--- src/rtl/vga_pkg.sv ---
`default_nettype none
// ============================================================================
//  Module   : vga_pkg
//  Purpose  : 640x480@60 raster timing constants, counter width and the
//             packed hsync/vsync/valid bundle. Shared by the timing generator,
//             the pixel generator and the number-block geometry.
//  Ports    : none (package)
//  Revision : 1.0 - initial release
// ============================================================================
package vga_pkg;

  // Width of h_cnt / v_cnt; 10 bits covers both totals (800, 525).
  localparam int CNT_W = 10;

  localparam int VGA_H_VISIBLE = 640;
  localparam int VGA_H_FP      = 16;
  localparam int VGA_H_SYNC    = 96;
  localparam int VGA_H_BP      = 48;
  localparam int VGA_H_TOTAL   = VGA_H_VISIBLE + VGA_H_FP + VGA_H_SYNC + VGA_H_BP;
  localparam int VGA_HS_START  = VGA_H_VISIBLE + VGA_H_FP;
  localparam int VGA_HS_END    = VGA_HS_START + VGA_H_SYNC;

  localparam int VGA_V_VISIBLE = 480;
  localparam int VGA_V_FP      = 10;
  localparam int VGA_V_SYNC    = 2;
  localparam int VGA_V_BP      = 33;
  localparam int VGA_V_TOTAL   = VGA_V_VISIBLE + VGA_V_FP + VGA_V_SYNC + VGA_V_BP;
  localparam int VGA_VS_START  = VGA_V_VISIBLE + VGA_V_FP;
  localparam int VGA_VS_END    = VGA_VS_START + VGA_V_SYNC;

  // DAC-side control bundle, packed as {hs, vs, vd}.
  typedef struct packed {
    logic hs;
    logic vs;
    logic vd;
  } sync_t;

  // Idle (blanked, syncs inactive) value used to fill the delay line at reset.
  localparam logic [2:0] SYNC_IDLE = 3'b110;

  // True when lo <= x < hi.
  function automatic logic in_window(input logic [CNT_W-1:0] x,
                                     input logic [CNT_W-1:0] lo,
                                     input logic [CNT_W-1:0] hi);
    return (x >= lo) && (x < hi);
  endfunction

endpackage
`default_nettype wire

--- src/rtl/vga_sync_delay.sv ---
`default_nettype none
// ============================================================================
//  Module   : vga_sync_delay
//  Purpose  : Fixed-depth shift register for the hsync/vsync/valid bundle so
//             the DAC controls line up with pixel data from 1-cycle RAM reads.
//             DEPTH=0 is a straight wire.
//  Ports    : clk   - system clock
//             rst_n - asynchronous reset, active low (stages load RST_VAL)
//             en    - shift enable (low holds every stage)
//             din   - raw bundle in
//             dout  - bundle delayed by DEPTH enabled clocks
//  Revision : 1.0 - initial release
// ============================================================================
module vga_sync_delay #(
  parameter int               WIDTH   = 3,
  parameter int               DEPTH   = 1,
  parameter logic [WIDTH-1:0] RST_VAL = '0
) (
  input  logic             clk,
  input  logic             rst_n,
  input  logic             en,
  input  logic [WIDTH-1:0] din,
  output logic [WIDTH-1:0] dout
);

  generate
    if (DEPTH == 0) begin : g_bypass
      logic unused_inputs;
      assign unused_inputs = &{1'b0, clk, rst_n, en};
      assign dout = din;
    end else begin : g_pipe
      logic [WIDTH-1:0] stage [DEPTH];

      always_ff @(posedge clk or negedge rst_n) begin
        if (!rst_n) begin
          for (int i = 0; i < DEPTH; i++) stage[i] <= RST_VAL;
        end else if (en) begin
          stage[0] <= din;
          for (int i = 1; i < DEPTH; i++) stage[i] <= stage[i-1];
        end
      end

      assign dout = stage[DEPTH-1];
    end
  endgenerate

endmodule
`default_nettype wire

--- src/rtl/vga_timing_gen.sv ---
`default_nettype none
// ============================================================================
//  Module   : vga_timing_gen
//  Purpose  : VGA raster timing from the system clock: pixel tick divider,
//             h/v counters with line/frame pulses, and hsync/vsync/valid
//             decoded from the counters and delayed by PIPE_DLY clocks.
//  Ports    : clk         - system clock
//             rst_n       - asynchronous reset, active low
//             en          - timing enable; low freezes the raster
//             pclk_en     - one-clock pixel tick every CLK_DIV clocks
//             h_cnt/v_cnt - undelayed raster position
//             line_start  - pulse when h_cnt wraps to 0
//             frame_start - pulse when h_cnt and v_cnt both wrap to 0
//             hsync/vsync - active-low syncs, delayed PIPE_DLY clocks
//             valid       - visible-area flag, delayed PIPE_DLY clocks
//  Revision : 1.0 - initial release
// ============================================================================
module vga_timing_gen
  import vga_pkg::*;
#(
  parameter int CLK_DIV   = 4,
  parameter int H_VISIBLE = VGA_H_VISIBLE,
  parameter int H_FP      = VGA_H_FP,
  parameter int H_SYNC    = VGA_H_SYNC,
  parameter int H_BP      = VGA_H_BP,
  parameter int V_VISIBLE = VGA_V_VISIBLE,
  parameter int V_FP      = VGA_V_FP,
  parameter int V_SYNC    = VGA_V_SYNC,
  parameter int V_BP      = VGA_V_BP,
  parameter int PIPE_DLY  = 1
) (
  input  logic             clk,
  input  logic             rst_n,
  input  logic             en,
  output logic             pclk_en,
  output logic [CNT_W-1:0] h_cnt,
  output logic [CNT_W-1:0] v_cnt,
  output logic             line_start,
  output logic             frame_start,
  output logic             hsync,
  output logic             vsync,
  output logic             valid
);

  // CLK_DIV is at most 16, so the divider never exceeds 15.
  localparam int DIV_W = 4;

  localparam logic [DIV_W-1:0] DIV_LAST = DIV_W'(CLK_DIV - 1);
  localparam logic [CNT_W-1:0] H_LAST   = CNT_W'(H_VISIBLE + H_FP + H_SYNC + H_BP - 1);
  localparam logic [CNT_W-1:0] V_LAST   = CNT_W'(V_VISIBLE + V_FP + V_SYNC + V_BP - 1);
  localparam logic [CNT_W-1:0] H_VIS    = CNT_W'(H_VISIBLE);
  localparam logic [CNT_W-1:0] V_VIS    = CNT_W'(V_VISIBLE);
  localparam logic [CNT_W-1:0] HS_START = CNT_W'(H_VISIBLE + H_FP);
  localparam logic [CNT_W-1:0] HS_END   = CNT_W'(H_VISIBLE + H_FP + H_SYNC);
  localparam logic [CNT_W-1:0] VS_START = CNT_W'(V_VISIBLE + V_FP);
  localparam logic [CNT_W-1:0] VS_END   = CNT_W'(V_VISIBLE + V_FP + V_SYNC);

  logic [DIV_W-1:0] div;
  logic             tick;
  sync_t            raw;
  sync_t            dly;

  // The tick is the edge on which the counters advance; pclk_en is its
  // registered copy, so it is high in the same clock the new position shows.
  assign tick = en && (div == DIV_LAST);

  always_ff @(posedge clk or negedge rst_n) begin
    if (!rst_n) begin
      div         <= '0;
      pclk_en     <= 1'b0;
      line_start  <= 1'b0;
      frame_start <= 1'b0;
      h_cnt       <= '0;
      v_cnt       <= '0;
    end else begin
      pclk_en     <= tick;
      line_start  <= 1'b0;
      frame_start <= 1'b0;
      if (en) begin
        div <= (div == DIV_LAST) ? '0 : div + 1'b1;
      end
      if (tick) begin
        if (h_cnt == H_LAST) begin
          h_cnt      <= '0;
          line_start <= 1'b1;
          if (v_cnt == V_LAST) begin
            v_cnt       <= '0;
            frame_start <= 1'b1;
          end else begin
            v_cnt <= v_cnt + 1'b1;
          end
        end else begin
          h_cnt <= h_cnt + 1'b1;
        end
      end
    end
  end

  // Raw decode straight from the registered counters.
  always_comb begin
    raw.hs = !in_window(h_cnt, HS_START, HS_END);
    raw.vs = !in_window(v_cnt, VS_START, VS_END);
    raw.vd = (h_cnt < H_VIS) && (v_cnt < V_VIS);
  end

  // Shifts every enabled clock (not every tick) so the DAC controls match
  // the clock-level latency of the pixel generator's RAM read.
  vga_sync_delay #(
    .WIDTH  (3),
    .DEPTH  (PIPE_DLY),
    .RST_VAL(SYNC_IDLE)
  ) u_sync_delay (
    .clk  (clk),
    .rst_n(rst_n),
    .en   (en),
    .din  (raw),
    .dout (dly)
  );

  assign hsync = dly.hs;
  assign vsync = dly.vs;
  assign valid = dly.vd;

endmodule
`default_nettype wire

--- config.mk ---
export PLATFORM = sky130hd
export DESIGN_NAME = vga_timing_gen
export DESIGN_NICKNAME = d
export VERILOG_FILES = /design/src/rtl/vga_pkg.sv /design/src/rtl/vga_sync_delay.sv /design/src/rtl/vga_timing_gen.sv
export SDC_FILE = /design/constraint.sdc
export NUM_CORES = 1
export LEC_CHECK = 0
export ABC_AREA = 1
export BUFFER_PORTS_ARGS = -buffer_cell sky130_fd_sc_hd__buf_4
export CAP_MARGIN = 20
export CORE_AREA = 2 2 56 58
export DETAILED_ROUTE_END_ITERATION = 8
export DIE_AREA = 0 0 58 60
export PLACE_DENSITY = 0.79
export SLEW_MARGIN = 5
export SYNTH_ARGS = -nofsm -noshare
export SYNTH_HDL_FRONTEND = slang
export SYNTH_SLANG_ARGS = --single-unit
--- constraint.sdc ---
create_clock -name clk -period 2.18 [get_ports clk]
set_input_delay 0.327 -clock clk [delete_from_list [all_inputs] [get_ports clk]]
set_output_delay 0.327 -clock clk [all_outputs]
set_load 0.005 [all_outputs]
Word level (Yosys, flattened, before mapping)
Cells that the tools add are included.
- register bits: 30
- bits in latches: 0
- bits in writable memories: 0
- memory bits (read-only): 0
- bits of input ports: 3
- output and inout port bits: 26
- word-level logic and storage cells: 34
- memories: 0
- add/sub/neg operators: 3
- multiply operators: 0
- divide/modulo/power cells: 0
- magnitude comparators: 6
- equality and inequality tests: 3
- shift-type cells: 0
- muxes and demuxes: 8
- bitwise gates (word level): 0
- reduce and logical (&&, ||, !) cells: 7
- operators by type and width (kind ; count):
    $add 10x1->10 const B ; 2
    $eq 10x10->1 const B ; 2
    $lt 10x10->1 const B ; 2
    $lt 10x9->1 const B ; 2
    $mux 10 ; 2
    $ge 10x10->1 const B ; 1
    $ge 10x9->1 const B ; 1
    $mux 1 ; 5
    $add 4x1->4 const B ; 1
    $eq 4x2->1 const B ; 1
    $logic_and 1x1->1 ; 4
    $mux 4 ; 1
    $logic_not 1->1 ; 2
    $reduce_and 2->1 ; 1

Logic depth before layout (Yosys ltp)
- word-level depth: 4
- gate-level depth with buffers: 9
- mapped depth without buffers: 9

Modules after synthesis
Synthesis repeated with hierarchy kept, for this count alone.
- cells, all modules: 203
- area total of the unflattened synthesis: 1651.6 µm²
- modules (own cells, without submodules) (module ; instances ; cells each ; area an instance (µm²) ; seq. area each (µm²)):
    vga_timing_gen ; 1 ; 190 ; 1536.5 ; 675.6
    vga_sync_delay ; 1 ; 13 ; 115.1 ; 77.6

Worst setup path after synthesis
OpenSTA, ideal clock, no wires.
- path kind: reg2reg
- from: reg h_cnt[1]
- to: reg v_cnt[3]
- library setup time: 76 ps
- arrival: 1238 ps
- required time: 2104 ps
- path slack: 866 ps
- cell stages (with the launch flop): 9
- buffers on the path: 1
- period minus slack after synthesis: 1314 ps
- cell sequence: dfrtp_1 > ha_1 > inv_1 > nor2_4 > nand3_4 > nor2_4 > buf_6 > nand3_1 > o21ai_1
- cells in the longest elaborated chain, start to end: 2
- RTL lines (element ; line ; text):
    start: declaration ; vga_timing_gen.sv:36 ; output logic [CNT_W-1:0] h_cnt,
    start signal: assignment ; vga_timing_gen.sv:93 ; h_cnt <= h_cnt + 1'b1;
    $eq 10x10->1 ; vga_timing_gen.sv:83 ; if (h_cnt == H_LAST) begin
    $reduce_and 2->1 (no source line) ; - ;
    end signal: assignment ; vga_timing_gen.sv:90 ; v_cnt <= v_cnt + 1'b1;
    end: declaration ; vga_timing_gen.sv:37 ; output logic [CNT_W-1:0] v_cnt,
No other way between the ends.
A chain may end at the register's enable or synchronous reset.

Worst setup path in the final report
- from: reg h_cnt[1]
- to: reg v_cnt[9]
Same word-level chain as after synthesis.

==> summary.md <==
| Metric | Value |
|---|---|
| Max-slew headroom | 0.749 |
| Setup crit start kind | flop |
| Die area | 0.00348 mm2 |
| Worst hold path class | input pin to flop |
| Final wirelength | 3300 um |
| LEAKAGE | 0.962 nW |
| TritonCTS clock tree | yes |
| Starting Density | 0.569 |
| Ys Warns | 0 |
| Syn avg cell area | 8.05 um2 |
| Largest net degree at the start of global routing | 31 |
| Clk_skew | 0.00655 ns |
| Clock power frac | 0.244 |
| Sequential share of power | 0.541 |
| PortBufs | 28 |
| Die Height | 60 um |
| Most common cell after layout, fill and taps aside | nand2_1 |
| Sw power | 407 uW |
| Kind of end point of the critical path | flop |
| Core ar. | 0.00290 mm2 |
| Antenna Cells | 0 |
| Register bit total from synthesis | 30 |
| ANT nets after route | 0 |
| Total negative setup slack | 0 ns |
| Avg WL per Cell | 12.2 um |
| Max Freq | 0.637 GHz |
| Cells after synthesis | 205 |
| First-pass GRT wire length | 5600 um |
| Top fanout value on the critical path | 13 |
| CTS clock-pin slew for the worst setup and hold paths | 0.09 ns |
| Synth-to-Final Area Change | 16.9% |
| Pint | 879 uW |
| Most frequent cells in the layout | nand2_1, inv_1, dfrtp_1, buf_4, nor2_1 |
| GPL Wtd Cong | 0.888 |
| Register area | 753 um2 |
| DRT iter0 DRCs | 69 |
| Sequential area share after synthesis | 0.456 |
| Max-cap viol count | 0 |
| Synthesized cell area | 0.00165 mm2 |
| Fin cells | 271 |
| Worst-Skew Late Latency | 0.34 ns |
| Max Slew Vio Count | 0 |
| M2 GR Usage | 0.317 |
| Post-DP HPWL | 2350 um |
| Post-Place Cells | 262 |
| Met3 GRT Util | 0.0476 |
| Clk sink count | 30 |
| CTS root buffer | clkbuf_4 |
| # rows | 20 |
| Fill cells | 249 |
| Worst EP required | 2.40 ns |
| CTS Buffer Depth | 2 |
| Vias per std cell | 5.16 |
| Via count of the first global-routing pass | 1271 |
| CTS Buf Count | 5 |
| Die Span X | 58 um |
| Fin nets | 246 |
| Share of layout cells above drive strength 1 | 0.202 |
| DRT Pass-1 Iters | 4 |
| Post_cts resized | 0 |
| Syn_nets | 214 |
| Critical Path AT | 1.79 ns |
| Met1 usage | 0.304 |
| Logic pwr share | 0.215 |
| Total GRT Usage | 0.219 |
| Status | finished, final reports clean |
| Post-route DRC | 0 |
| Crit Path Category | flop to flop |
| RSZ-0062 raised after global routing | no |
| Antenna violations before repair | 0 |
| Final setup violation count | 0 |
| Final critical-path required period | 1.57 ns |
| Cell area after layout | 0.00193 mm2 |
| Remaining Overflow, GRT | 0 |
| GR peak layer | met2 |
| Footprint of the multi-input gates | 753 um2 |
| Number of I/O pins | 29 |
| Period utilisation layout | 0.720 |
| Vias after detailed routing | 1398 |
| Pwr/cell area | 666 mW/mm2 |
| Least-Margin Pin Slew | 0.377 ns |
| Final Hold Vio Count | 0 |
| Dpl cell area | 0.00187 mm2 |
| Switching Share | 0.316 |
| Netlist cell types | 28 |
| CTS HTree Levels | 2 |
| Worst vdd ir | 0.576 mV |
## per-stage QoR
step | setup WS (ns) | power [mW] | utilization | hold WS (ns)
6_report | 0.611 | 1.29 | 0.665 | 0.282
3_5_place_dp | 0.626 | 0.984 | 0.644 | 0.273
2_1_floorplan | 0.866 | 0.872 | - | 0.0314
3_3_place_gp | 0.653 | 0.980 | 0.644 | 0.273
4_1_cts | 0.593 | 1.30 | 0.665 | 0.271
5_1_grt | 0.445 | 1.39 | 0.665 | 0.288
## synth_stat cells, drive strengths merged
library cell,number,area [um2]
a21oi,3,15.0
a22oi,1,7.51
a31o,1,8.76
a31oi,1,6.26
buf,3,26.3
clkbuf,1,5.00
dfrtp,28,701
dfstp,2,52.6
ha,6,75.1
inv,30,113
nand2,45,169
nand3,20,118
nand4,5,37.5
nor2,30,145
nor3,5,25.0
nor4,1,6.26
o21ai,15,75.1
or2,2,12.5
xnor2,2,17.5
xor2,4,35.0
## cell type report
| class | instances | area share |
|---|---|---|
| Multi-Input combinational cell | 141 | 0.390 |
| Inverter | 30 | 0.0584 |
| Clock buffer | 8 | 0.0253 |
| Tap cell | 33 | 0.0214 |
| Timing Repair Buffer | 29 | 0.114 |
| Sequential cell | 30 | 0.390 |
## worst max-delay path, stage by stage (launching register included)
cell and delay (ns):
dfrtp_1 0.40, ha_1 0.19, inv_1 0.07, nor2_4 0.16
nand3_4 0.10, nor2_4 0.26, inv_2 0.13, nand2_1 0.08
nand2_1 0.05
## registers in the layout, summed over array words and instances (netlist names)
register           flops
div                    4
frame_start            1
h_cnt                 10
line_start             1
pclk_en                1
u_sync_delay.dout      3
v_cnt                 10
## cells by family (layout without fill, tap and decap cells)
group                      count (synthesis)  count (layout)  synth area share
adders and majority gates                  6               6            0.0455
xor gates and xnor gates                   6               6            0.0318
AOI/OAI and AO/OA                         21              21            0.0682
buffers and inverters                     34              67            0.0872
DFF                                       30              30             0.456
and+or+nand+nor                          108             108             0.311
## what timing repair did
action / CTS / global route
setup buffers: 0 / 0
endpoints found under the hold margin: 28 / 0
hold buffers: 1 / 0
## final timing paths
kind,to,from,cells after the start,slack (ns)
max,v_cnt[9]$_DFFE_PN0P_,h_cnt[1]$_DFFE_PN0P_,8,0.61
min,div[1]$_DFFE_PN0P_,en,3,0.28
max reg2reg,v_cnt[9]$_DFFE_PN0P_,h_cnt[1]$_DFFE_PN0P_,8,0.61
min reg2reg,u_sync_delay.dout[2]$_DFFE_PN1P_,u_sync_delay.dout[2]$_DFFE_PN1P_,2,0.51
max in group asynchronous,u_sync_delay.dout[1]$_DFFE_PN1P_,rst_n,2,1.42
min in group asynchronous,h_cnt[1]$_DFFE_PN0P_,rst_n,2,0.44
## power groups by stage
stage / clock network (mW) / registers [mW] / logic, mW
after floorplan: 0 / 0.696 / 0.176
after global placement: 0 / 0.704 / 0.276
after detailed placement: 0 / 0.705 / 0.279
after CTS: 0.319 / 0.696 / 0.281
after global routing: 0.347 / 0.711 / 0.327
final: 0.314 / 0.695 / 0.276
## layer usage
metal | vias up | wire, um
met5 | - | 0
met4 | 0 | 34
met3 | 4 | 136
met2 | 27 | 1460
met1 | 647 | 1670
li1 | 720 | -
(Power assumes the default switching activity.)
